$ cat src/rtl/bus_cs_decoder_pkg.sv
// Shared definitions for the 68000 chip-select decoder: region codes, FSM states
// and the combinational decode result.
package raven_bus_pkg;

  localparam logic [3:0] RAM_SEL = 4'h0;
  localparam logic [3:0] IO_SEL  = 4'hE;
  localparam logic [3:0] ROM_SEL = 4'hF;

  typedef enum logic [1:0] {
    IDLE   = 2'd0,
    ACTIVE = 2'd1,
    BERR   = 2'd2
  } state_e;

  typedef struct packed {
    logic ram;
    logic rom;
    logic io;
    logic invalid;
    logic evn;
    logic odd;
  } dec_t;

endpackage

$ cat src/rtl/bus_cs_decoder_if.sv
// CPU-side bus bundle between the 68000, the chip-select decoder and the DTACK generator.
interface bus_cs_decoder_if;
  logic        as_n;
  logic        uds_n;
  logic        lds_n;
  logic        rw;
  logic [23:1] addr;
  logic        dtack_n;
  logic        ram_evn_cs;
  logic        ram_odd_cs;
  logic        rom_evn_cs;
  logic        rom_odd_cs;
  logic        duart_cs;
  logic        berr_n;
  logic        boot_overlay;

  modport master (
    output as_n, uds_n, lds_n, rw, addr, dtack_n,
    input  ram_evn_cs, ram_odd_cs, rom_evn_cs, rom_odd_cs, duart_cs, berr_n, boot_overlay
  );

  modport slave (
    input  as_n, uds_n, lds_n, rw, addr, dtack_n,
    output ram_evn_cs, ram_odd_cs, rom_evn_cs, rom_odd_cs, duart_cs, berr_n, boot_overlay
  );
endinterface

$ cat src/rtl/bus_cs_decoder_timer.sv
// Bus-cycle watchdog: cleared on start, counts while running until DTACK is seen,
// then freezes. timeout_o flags the edge on which the count would reach the limit.
module bus_timeout_timer #(
  parameter int BERR_TIMEOUT = 64
) (
  input  logic clk,
  input  logic reset,
  input  logic start_i,
  input  logic run_i,
  input  logic dtack_i,
  output logic timeout_o
);
  localparam int CW = $clog2(BERR_TIMEOUT) + 1;
  localparam logic [CW-1:0] LAST = CW'(BERR_TIMEOUT - 1);

  logic [CW-1:0] cnt_q, cnt_d;
  logic          seen_q, seen_d;

  always_comb begin
    cnt_d  = cnt_q;
    seen_d = seen_q;
    if (start_i) begin
      cnt_d  = '0;
      seen_d = 1'b0;
    end else if (run_i) begin
      if (dtack_i)      seen_d = 1'b1;
      else if (!seen_q) cnt_d  = cnt_q + CW'(1);
    end
  end

  // A DTACK sampled on the same edge as the limit still rescues the cycle.
  assign timeout_o = run_i && !start_i && !seen_q && !dtack_i && (cnt_q == LAST);

  always_ff @(posedge clk) begin
    if (reset) begin
      cnt_q  <= '0;
      seen_q <= 1'b0;
    end else begin
      cnt_q  <= cnt_d;
      seen_q <= seen_d;
    end
  end
endmodule

$ cat src/rtl/bus_cs_decoder.sv
// Registered 68000 chip-select decoder with boot ROM overlay, ROM write protection,
// unmapped-address bus error and a DTACK watchdog.
module bus_cs_decoder
  import raven_bus_pkg::*;
#(
  parameter logic [3:0] RAM_SEL      = raven_bus_pkg::RAM_SEL,
  parameter logic [3:0] IO_SEL       = raven_bus_pkg::IO_SEL,
  parameter logic [3:0] ROM_SEL      = raven_bus_pkg::ROM_SEL,
  parameter int         BOOT_CYCLES  = 4,
  parameter int         BERR_TIMEOUT = 64
) (
  input  logic            clk,
  input  logic            reset,
  bus_cs_decoder_if.slave bus
);

  state_e     state_q, state_d;
  logic [4:0] sel_q, sel_d;    // active-high {ram_e, ram_o, rom_e, rom_o, io}
  logic       berr_q, berr_d;
  logic       ovl_q, ovl_d;
  logic       armed_q, armed_d;
  logic [2:0] boot_q, boot_d;
  logic       tmr_start, tmr_timeout, cyc_done;
  dec_t       dec;
  logic [3:0] region;
  logic       unused_addr;

  assign region      = bus.addr[23:20];
  assign unused_addr = ^bus.addr[19:1];

  always_comb begin
    dec     = '0;
    dec.evn = !bus.uds_n;
    dec.odd = !bus.lds_n;
    if (region == ROM_SEL) begin
      if (bus.rw) dec.rom     = 1'b1;
      else        dec.invalid = 1'b1;
    end else if (region == RAM_SEL) begin
      // Overlay mirrors ROM for reads only; writes fall through to RAM.
      if (ovl_q && bus.rw) dec.rom = 1'b1;
      else                 dec.ram = 1'b1;
    end else if (region == IO_SEL) begin
      dec.io = 1'b1;
    end else begin
      dec.invalid = 1'b1;
    end
  end

  always_comb begin
    state_d   = state_q;
    sel_d     = sel_q;
    berr_d    = berr_q;
    armed_d   = armed_q | bus.as_n;
    tmr_start = 1'b0;
    cyc_done  = 1'b0;
    case (state_q)
      IDLE: begin
        // Strobes lag AS on writes: wait until at least one is low.
        if (armed_q && !bus.as_n && !(bus.uds_n && bus.lds_n)) begin
          if (dec.invalid) begin
            state_d = BERR;
            berr_d  = 1'b1;
          end else begin
            state_d   = ACTIVE;
            sel_d     = {dec.ram & dec.evn, dec.ram & dec.odd,
                         dec.rom & dec.evn, dec.rom & dec.odd, dec.io};
            tmr_start = 1'b1;
          end
        end
      end
      ACTIVE: begin
        if (bus.as_n) begin
          state_d  = IDLE;
          sel_d    = '0;
          cyc_done = 1'b1;
        end else if (tmr_timeout) begin
          state_d = BERR;
          sel_d   = '0;
          berr_d  = 1'b1;
        end
      end
      BERR: begin
        if (bus.as_n) begin
          state_d  = IDLE;
          berr_d   = 1'b0;
          cyc_done = 1'b1;
        end
      end
      default: begin
        state_d = IDLE;
        sel_d   = '0;
        berr_d  = 1'b0;
      end
    endcase
  end

  always_comb begin
    boot_d = boot_q;
    ovl_d  = ovl_q;
    if (cyc_done && boot_q != 3'd7) boot_d = boot_q + 3'd1;
    if (cyc_done && boot_d == 3'(BOOT_CYCLES)) ovl_d = 1'b0;
  end

  bus_timeout_timer #(
    .BERR_TIMEOUT(BERR_TIMEOUT)
  ) u_timer (
    .clk      (clk),
    .reset    (reset),
    .start_i  (tmr_start),
    .run_i    (state_q == ACTIVE),
    .dtack_i  (!bus.dtack_n),
    .timeout_o(tmr_timeout)
  );

  always_ff @(posedge clk) begin
    if (reset) begin
      state_q <= IDLE;
      sel_q   <= '0;
      berr_q  <= 1'b0;
      ovl_q   <= 1'b1;
      armed_q <= 1'b0;
      boot_q  <= '0;
    end else begin
      state_q <= state_d;
      sel_q   <= sel_d;
      berr_q  <= berr_d;
      ovl_q   <= ovl_d;
      armed_q <= armed_d;
      boot_q  <= boot_d;
    end
  end

  assign bus.ram_evn_cs   = ~sel_q[4];
  assign bus.ram_odd_cs   = ~sel_q[3];
  assign bus.rom_evn_cs   = ~sel_q[2];
  assign bus.rom_odd_cs   = ~sel_q[1];
  assign bus.duart_cs     = ~sel_q[0];
  assign bus.berr_n       = ~berr_q;
  assign bus.boot_overlay = ovl_q;

endmodule

$ cat src/flat_wrapper.sv
// flat-port wrapper written by rule: the top's interface ports become plain ports
module bus_cs_decoder_flat import raven_bus_pkg::*;
#(
  parameter logic [3:0] RAM_SEL      = raven_bus_pkg::RAM_SEL,
  parameter logic [3:0] IO_SEL       = raven_bus_pkg::IO_SEL,
  parameter logic [3:0] ROM_SEL      = raven_bus_pkg::ROM_SEL,
  parameter int         BOOT_CYCLES  = 4,
  parameter int         BERR_TIMEOUT = 64
)
  (clk, reset, bus_as_n, bus_uds_n, bus_lds_n, bus_rw, bus_addr, bus_dtack_n, bus_ram_evn_cs, bus_ram_odd_cs, bus_rom_evn_cs, bus_rom_odd_cs, bus_duart_cs, bus_berr_n, bus_boot_overlay);
  bus_cs_decoder_if bus_i ();
  input  logic clk;
  input  logic reset;
  input wire logic [$bits(bus_i.as_n)-1:0] bus_as_n;
  input wire logic [$bits(bus_i.uds_n)-1:0] bus_uds_n;
  input wire logic [$bits(bus_i.lds_n)-1:0] bus_lds_n;
  input wire logic [$bits(bus_i.rw)-1:0] bus_rw;
  input wire logic [$bits(bus_i.addr)-1:0] bus_addr;
  input wire logic [$bits(bus_i.dtack_n)-1:0] bus_dtack_n;
  output wire logic [$bits(bus_i.ram_evn_cs)-1:0] bus_ram_evn_cs;
  output wire logic [$bits(bus_i.ram_odd_cs)-1:0] bus_ram_odd_cs;
  output wire logic [$bits(bus_i.rom_evn_cs)-1:0] bus_rom_evn_cs;
  output wire logic [$bits(bus_i.rom_odd_cs)-1:0] bus_rom_odd_cs;
  output wire logic [$bits(bus_i.duart_cs)-1:0] bus_duart_cs;
  output wire logic [$bits(bus_i.berr_n)-1:0] bus_berr_n;
  output wire logic [$bits(bus_i.boot_overlay)-1:0] bus_boot_overlay;
  assign bus_i.as_n = bus_as_n;
  assign bus_i.uds_n = bus_uds_n;
  assign bus_i.lds_n = bus_lds_n;
  assign bus_i.rw = bus_rw;
  assign bus_i.addr = bus_addr;
  assign bus_i.dtack_n = bus_dtack_n;
  assign bus_ram_evn_cs = bus_i.ram_evn_cs;
  assign bus_ram_odd_cs = bus_i.ram_odd_cs;
  assign bus_rom_evn_cs = bus_i.rom_evn_cs;
  assign bus_rom_odd_cs = bus_i.rom_odd_cs;
  assign bus_duart_cs = bus_i.duart_cs;
  assign bus_berr_n = bus_i.berr_n;
  assign bus_boot_overlay = bus_i.boot_overlay;
  bus_cs_decoder #(.RAM_SEL(RAM_SEL), .IO_SEL(IO_SEL), .ROM_SEL(ROM_SEL), .BOOT_CYCLES(BOOT_CYCLES), .BERR_TIMEOUT(BERR_TIMEOUT)) u_core (.clk(clk), .reset(reset), .bus(bus_i));
endmodule
$ cat config.mk
export PLATFORM = sky130hd
export DESIGN_NAME = bus_cs_decoder_flat
export DESIGN_NICKNAME = d
export VERILOG_FILES = /design/src/rtl/bus_cs_decoder_pkg.sv /design/src/rtl/bus_cs_decoder_if.sv /design/src/rtl/bus_cs_decoder_timer.sv /design/src/rtl/bus_cs_decoder.sv /design/src/flat_wrapper.sv
export SDC_FILE = /design/constraint.sdc
export NUM_CORES = 1
export LEC_CHECK = 0
export CORE_MARGIN = 4
export CORE_UTILIZATION = 40
export DETAILED_ROUTE_END_ITERATION = 6
export GPL_TIMING_DRIVEN = 0
export PLACE_DENSITY_LB_ADDON = 0.1
export SYNTH_ARGS = -nofsm -noshare
export SYNTH_HDL_FRONTEND = slang
export SYNTH_SLANG_ARGS = --single-unit
$ cat constraint.sdc
create_clock -name clk -period 1.7 [get_ports clk]
set_clock_uncertainty 0.05 [all_clocks]
set_input_delay 0.425 -clock clk [delete_from_list [all_inputs] [get_ports clk]]
set_output_delay 0.425 -clock clk [all_outputs]
set_load 0.05 [all_outputs]
==> run summary, run 1 <==
global-route wire length before repair: 4130 um
CTS sink cnt: 21
critical path class: in -> reg
min-delay src: u_core.sel_q[2]
TritonRoute pass-1 iters: 4
Netlist Area Pre-Place: 0.00118 mm2
largest net degree at the start of global routing: 13
Distinct cells, synth: 44
Initial Utilization: 42.6%
Worst setup SP type: input pin
I/O pins: 37
clk_lat worst skew: 0.31 ns
clock slew at reported path FFs: 0.12 ns
Vias: 1006
FF+latch area: 429 um2
status: completed
CP delay by family, top: buffers and inverters
GRT Overall Usage: 12.5%
critical path's slowest cell: clkdlybuf4s50_1
worst path required time: 1.86 ns
layout cells sized above 1: 29.6%
worst path bufs/invs: 2
post-synth top area share: 35.5%
grt met3 use: 2.88%
final hold vios: 0
#FFs+latches synth: 21
synth-to-layout area growth: 34.5%
Fmax: 613 MHz
Non-Filler Instances: 190
Worst Hold Path EP: u_core.sel_q[2]
number of remaining DRC errors: 0
max cap viols: 0
Synth Net Count: 164
data arrival time of the worst path: 1.79 ns
Synth Instances: 127
Top Usage Layer GRT: met2
vias in the first global route: 1006
CTS tree: yes
max-slew violation count: 0
worst hold-check path type: reg -> reg
die width: 62.4 um
final setup fails: 0
R2R cell count: 5
setup slack, reg-to-reg: 0.07 ns
R2R Path Start: u_core.state_q[0]
DR vias/cell: 5.29
slowest cell delay on critical path: 0.53 ns
EDFF count, synth: 0
Initial DRC Count: 19
# diodes: 0
Syn. warnings: 0
Critical Path, Cell by Cell: clkdlybuf4s50_1 -> and3_4 -> a211o_1 -> buf_4 -> nand3_1 -> o221a_1
Routed WL: 2420 um
Max Root-Sink Buffers: 2
register area share after synthesis: 35.5%
peak supply drop: 0.000513 V
Die H: 62.4 um
area of the multi-input gates: 820 um2
initial antenna violation count: 0
worst r2r dst: u_core.state_q[0]
root buffer cell: clkbuf_4
num rows: 19
hold buffer count at cts: 0
min cycle time layout: 1.63 ns
gpl congestion: 0.772
GR Util met2: 21.8%
Post-Place Cells: 175
Routed WL per cell: 12.7 um
PortBufs: 17
Most used DFF post-synth: dfxtp_1
static leakage: 0.622 nW
Avg Inst Size Synth: 9.32 um2
H-Tree Depth: 1
Power Density: 745 mW/mm2
number of routed nets with antenna violations: 0
CTS Buf Count: 3
hpwl dp: 1800 um
grt ovf: 0
largest cells by area after synthesis: dfxtp_1 36%, ha_1 7.4%, mux2i_1 5.9%
final design utilization: 57.2%
type of element capturing the critical path: flop
full die area: 0.00389 mm2
worst-margin pin slew: 0.481 ns
asr flop ratio synth: 0%
met1 usage: 15.0%
CP max FO: 5
FILL cells: 277
area leader, netlist: dfxtp_1
Period Utilization, post-route: 96.0%
max_slew headroom: 67.9%
Final nets: 197
core area: 0.00278 mm2
Hold Path Depth: 2
## per-stage QoR
| stage | setup WS (ns) | area (um2) | hold WS [ns] | total power, mW | setup TNS, ns |
|---|---|---|---|---|---|
| after floorplan | 0.110 | 1180 | 0.388 | 0.772 | 0 |
| after global placement | -0.553 | 1390 | 0.400 | 0.854 | -7.36 |
| after detailed placement | -0.570 | 1390 | 0.408 | 0.860 | -7.77 |
| after CTS | -0.00827 | 1490 | 0.425 | 1.16 | -0.0183 |
| after global routing | -0.0205 | 1590 | 0.464 | 1.26 | -0.0236 |
| final | 0.0677 | 1590 | 0.416 | 1.19 | 0 |
## worst max path at each step
stage                            startpoint                     to  cells after the start
floorplan           u_core.u_timer.cnt_q[0]        u_core.sel_q[0]                      5
global placement               bus_addr[19]  u_core.u_timer.seen_q                      5
detailed placement             bus_addr[22]  u_core.u_timer.seen_q                      5
CTS                       u_core.state_q[1]          u_core.berr_q                      7
global route              u_core.state_q[1]      u_core.state_q[0]                      6
finish                         bus_addr[22]      u_core.state_q[1]                      6
## cell usage after synthesis (all sizes together), types with 2 or more instances
library cell	instances
dfxtp	21
o21ai	2
and3	2
xor2	2
a21oi	2
o41ai	2
nand2b	3
nand2	10
a211oi	2
mux2i	7
nor2	18
nor3	4
nand3b	2
inv	12
ha	7
or4	2
nand3	5
xnor2	5
## layout by cell type, fill, tap and decap left out, types with 2 or more instances in the layout
master           Yosys  final
nand3_1              4      4
xor2_1               2      2
buf_4                0     10
inv_1               11     10
o41ai_4              1      2
ha_1                 7      3
ha_4                 0      3
clkbuf_4             0      3
or4_1                2      2
xnor2_1              5      5
nor3_1               4      4
dfxtp_4              0      2
clkbuf_2             0      6
nand2_1             10     10
nand3b_1             2      2
dfxtp_1             21     18
mux2i_1              7      7
dlygate4sd2_1        0      5
clkdlybuf4s50_1      0      5
nor2_1              18     18
## per-layer routing
metal | up-vias | share of wire [%]
met4 | 0 | 1.2
met2 | 17 | 48
met1 | 470 | 47
li1 | 514 | -
met5 | - | 0
met3 | 5 | 3.9
## sequential cells by signal (all words and copies together), names as in the netlist
name,cells
u_core.armed_q,1
u_core.berr_q,1
u_core.boot_q,3
u_core.bus.boot_overlay,1
u_core.sel_q,5
u_core.state_q,2
u_core.u_timer.cnt_q,7
u_core.u_timer.seen_q,1
## final cells by class
| type | instances | share of cell area, % |
|---|---|---|
| plain buffers | 1 | 0.236 |
| clock buffers | 3 | 1.42 |
| clock inverters | 1 | 0.314 |
| inverters | 13 | 3.22 |
| multi-input cells | 92 | 51.5 |
| flip-flops and latches | 21 | 27.0 |
| well taps | 31 | 2.44 |
| repair buffers | 28 | 13.9 |
## logic make-up after synthesis
group	synth area share (%)
and+or+nand+nor	25.9
DFF	35.5
AOI/OAI and AO/OA	15.6
buffers and inverters	4.44
xor gates and xnor gates	5.18
muxes	5.92
adders and majority gates	7.40
## where the power goes
part	internal [mW]	switching, mW	total (mW)
registers	0.515	0.0194	0.534
logic	0.194	0.216	0.410
clock network	0.0879	0.154	0.242
## worst register-to-register path, stage by stage, from the launching register on
cell     delay [ns]
dfxtp_1        0.42
ha_2           0.27
nor2b_2        0.22
o31ai_4        0.12
and3_1         0.21
a41o_1         0.24
## what timing repair did
item | in CTS | in global routing
endpoints found under the setup margin | 22 | 16
pin swaps | 7 | 4
gates resized for setup | 22 | 28
buffers inserted | 8 | 3
(Power assumes the default switching activity.)
==> inputs of run 2 (changes only) <==
- CORE_UTILIZATION: 40 -> 41
==> run summary, run 2 (same netlist as run 1, synthesis figures left out) <==
FILL cells: 248 (-10%)
DR vias/cell: 5.24 (-0.99%)
largest net degree at the start of global routing: 12 (-1)
R2R Path Start: u_core.state_q[1]
H-Tree Depth: 1 (unchanged)
Max Root-Sink Buffers: 2 (unchanged)
R2R cell count: 7 (+2)
Period Utilization, post-route: 100% (+4.2 points)
I/O pins: 37 (unchanged)
Initial DRC Count: 41 (+22)
Fmax: 587 MHz (-4.2%)
final hold vios: 0 (unchanged)
Worst setup SP type: flop
CTS Buf Count: 3 (unchanged)
dpl cell area: 0.00139 mm2 (unchanged)
area of the multi-input gates: 818 um2 (-0.15%)
die width: 61.7 um (-1.1%)
status: finished, violations left
Routed WL per cell: 13.5 um (+5.7%)
CTS sink cnt: 21 (unchanged)
type of element capturing the critical path: flop
Initial Utilization: 42.9% (+0.37 points)
max-slew violation count: 0 (unchanged)
worst r2r dst: u_core.state_q[1]
layout cells sized above 1: 27.0% (-2.5 points)
peak supply drop: 0.000567 V (+11%)
PortBufs: 17 (unchanged)
# diodes: 0 (unchanged)
initial antenna violation count: 0 (unchanged)
grt ovf: 0 (unchanged)
Final nets: 197 (unchanged)
static leakage: 0.654 nW (+5.1%)
max reg flops: 7 (unchanged)
failing checks: setup timing
core area: 0.00276 mm2 (-0.85%)
Routed WL: 2560 um (+5.7%)
setup_tns: -0.00435 ns (-0.00435 ns)
FF+latch area: 424 um2 (-1.2%)
CP max FO: 3 (-2)
Vias: 996 (-0.99%)
Worst Hold Path EP: u_core.sel_q[1]
hpwl dp: 1780 um (-1.5%)
clock slew at reported path FFs: 0.13 ns (about the same)
number of remaining DRC errors: 0 (unchanged)
min cycle time layout: 1.70 ns (+0.0720 ns)
num rows: 19 (unchanged)
number of routed nets with antenna violations: 0 (unchanged)
worst hold-check path type: reg -> reg
max_slew headroom: 67.6% (-0.30 points)
hold buffer count at cts: 0 (unchanged)
fin area: 0.00162 mm2 (+2.0%)
Power Density: 741 mW/mm2 (-0.56%)
Die H: 61.7 um (-1.1%)
Hold Slack: 0.417 ns (+0.000915 ns)
Non-Filler Instances: 190 (unchanged)
final setup fails: 1 (+1)
root buffer cell: clkbuf_4
GRT Overall Usage: 13.7% (+1.2 points)
max cap viols: 0 (unchanged)
synth-to-layout area growth: 37.2%
gpl congestion: 0.727 (-5.9%)
data arrival time of the worst path: 1.91 ns (+0.12 ns)
RSZ-0062 raised after global routing: yes
vias in the first global route: 930 (-7.6%)
clk_lat worst skew: 0.30 ns (about the same)
Post-Place Cells: 175 (unchanged)
Hold Path Depth: 2 (unchanged)
min-delay src: u_core.sel_q[1]
Largest regs: u_core.u_timer.cnt_q x7, u_core.sel_q x5, u_core.boot_q x3
worst-margin pin slew: 0.488 ns (+0.00639 ns)
most frequent cells in the layout: 18 x nor2_1, 18 x dfxtp_1, 10 x nand2_1
full die area: 0.00381 mm2 (-2.1%)
setup slack, reg-to-reg: -0.004 ns (-0.07 ns)
worst path required time: 1.90 ns (+0.04 ns)
Reg with most FFs: u_core.u_timer.cnt_q
CTS tree: yes
critical path class: reg -> reg
TritonRoute pass-1 iters: 4 (unchanged)
worst setup margin: -0.00435 ns (-0.0720 ns)
global-route wire length before repair: 3910 um (-5.2%)
-- run 2: repair_timing --
action	in CTS	in global routing
setup buffers	3	8
pin swaps	3	7
resized for setup	16	28
endpoints found under the setup margin	23	21
-- run 2: worst max path at each step --
stage | slack, ns | cells past startpoint | startpoint | endpoint
3_5_place_dp | -0.56 | 5 | bus_addr[22] | u_core.u_timer.cnt_q[2]
6_report | -0.004 | 7 | u_core.state_q[1] | u_core.state_q[1]
2_1_floorplan | 0.11 | 5 | u_core.u_timer.cnt_q[0] | u_core.sel_q[0]
5_1_grt | -0.08 | 5 | u_core.u_timer.cnt_q[0] | u_core.berr_q
3_3_place_gp | -0.55 | 5 | bus_addr[19] | u_core.u_timer.cnt_q[6]
4_1_cts | -0.02 | 5 | bus_dtack_n | u_core.sel_q[0]
-- run 2: per-stage QoR --
step | setup slack, ns | utilization [%] | total power [mW]
detailed placement | -0.557 | 50.5 | 0.863
global route | -0.0791 | 58.9 | 1.27
finish | -0.00435 | 58.9 | 1.20
CTS | -0.0185 | 52.4 | 1.12
global placement | -0.550 | 50.5 | 0.859
floorplan | 0.110 | - | 0.772
-- run 2: cell type report --
class / instances / area share [%]
flip-flops and latches: 21 / 26.1
multi-input cells: 92 / 50.4
clock buffers: 4 / 1.62
repair buffers: 28 / 16.1
well taps: 31 / 2.39
inverters: 13 / 3.16
plain buffers: 1 / 0.231
-- run 2: layer usage --
layer	up-vias	global-route usage, %	wire [um]	part of all wire (%)
li1	512	-	-	-
met1	451	16.5	1110	43
met2	29	24.8	1250	49
met3	4	1.86	159	6.2
met4	0	4.55	38	1.5
met5	-	0	0	0
-- run 2: critical path, cell delays in order (launching register included) --
cell and delay, ns:
dfxtp_2 0.37, inv_4 0.09, ha_4 0.14, nand4bb_4 0.14, o31ai_4 0.35, buf_4 0.17, and3_4 0.17, o221a_1 0.18
-- run 2: report_power, final --
part	internal [mW]	total, mW	switching (mW)	leakage (nW)
Sequential	0.519	0.539	0.0206	0.171
Combinational	0.202	0.423	0.221	0.467
Clock	0.0913	0.242	0.150	0.0150
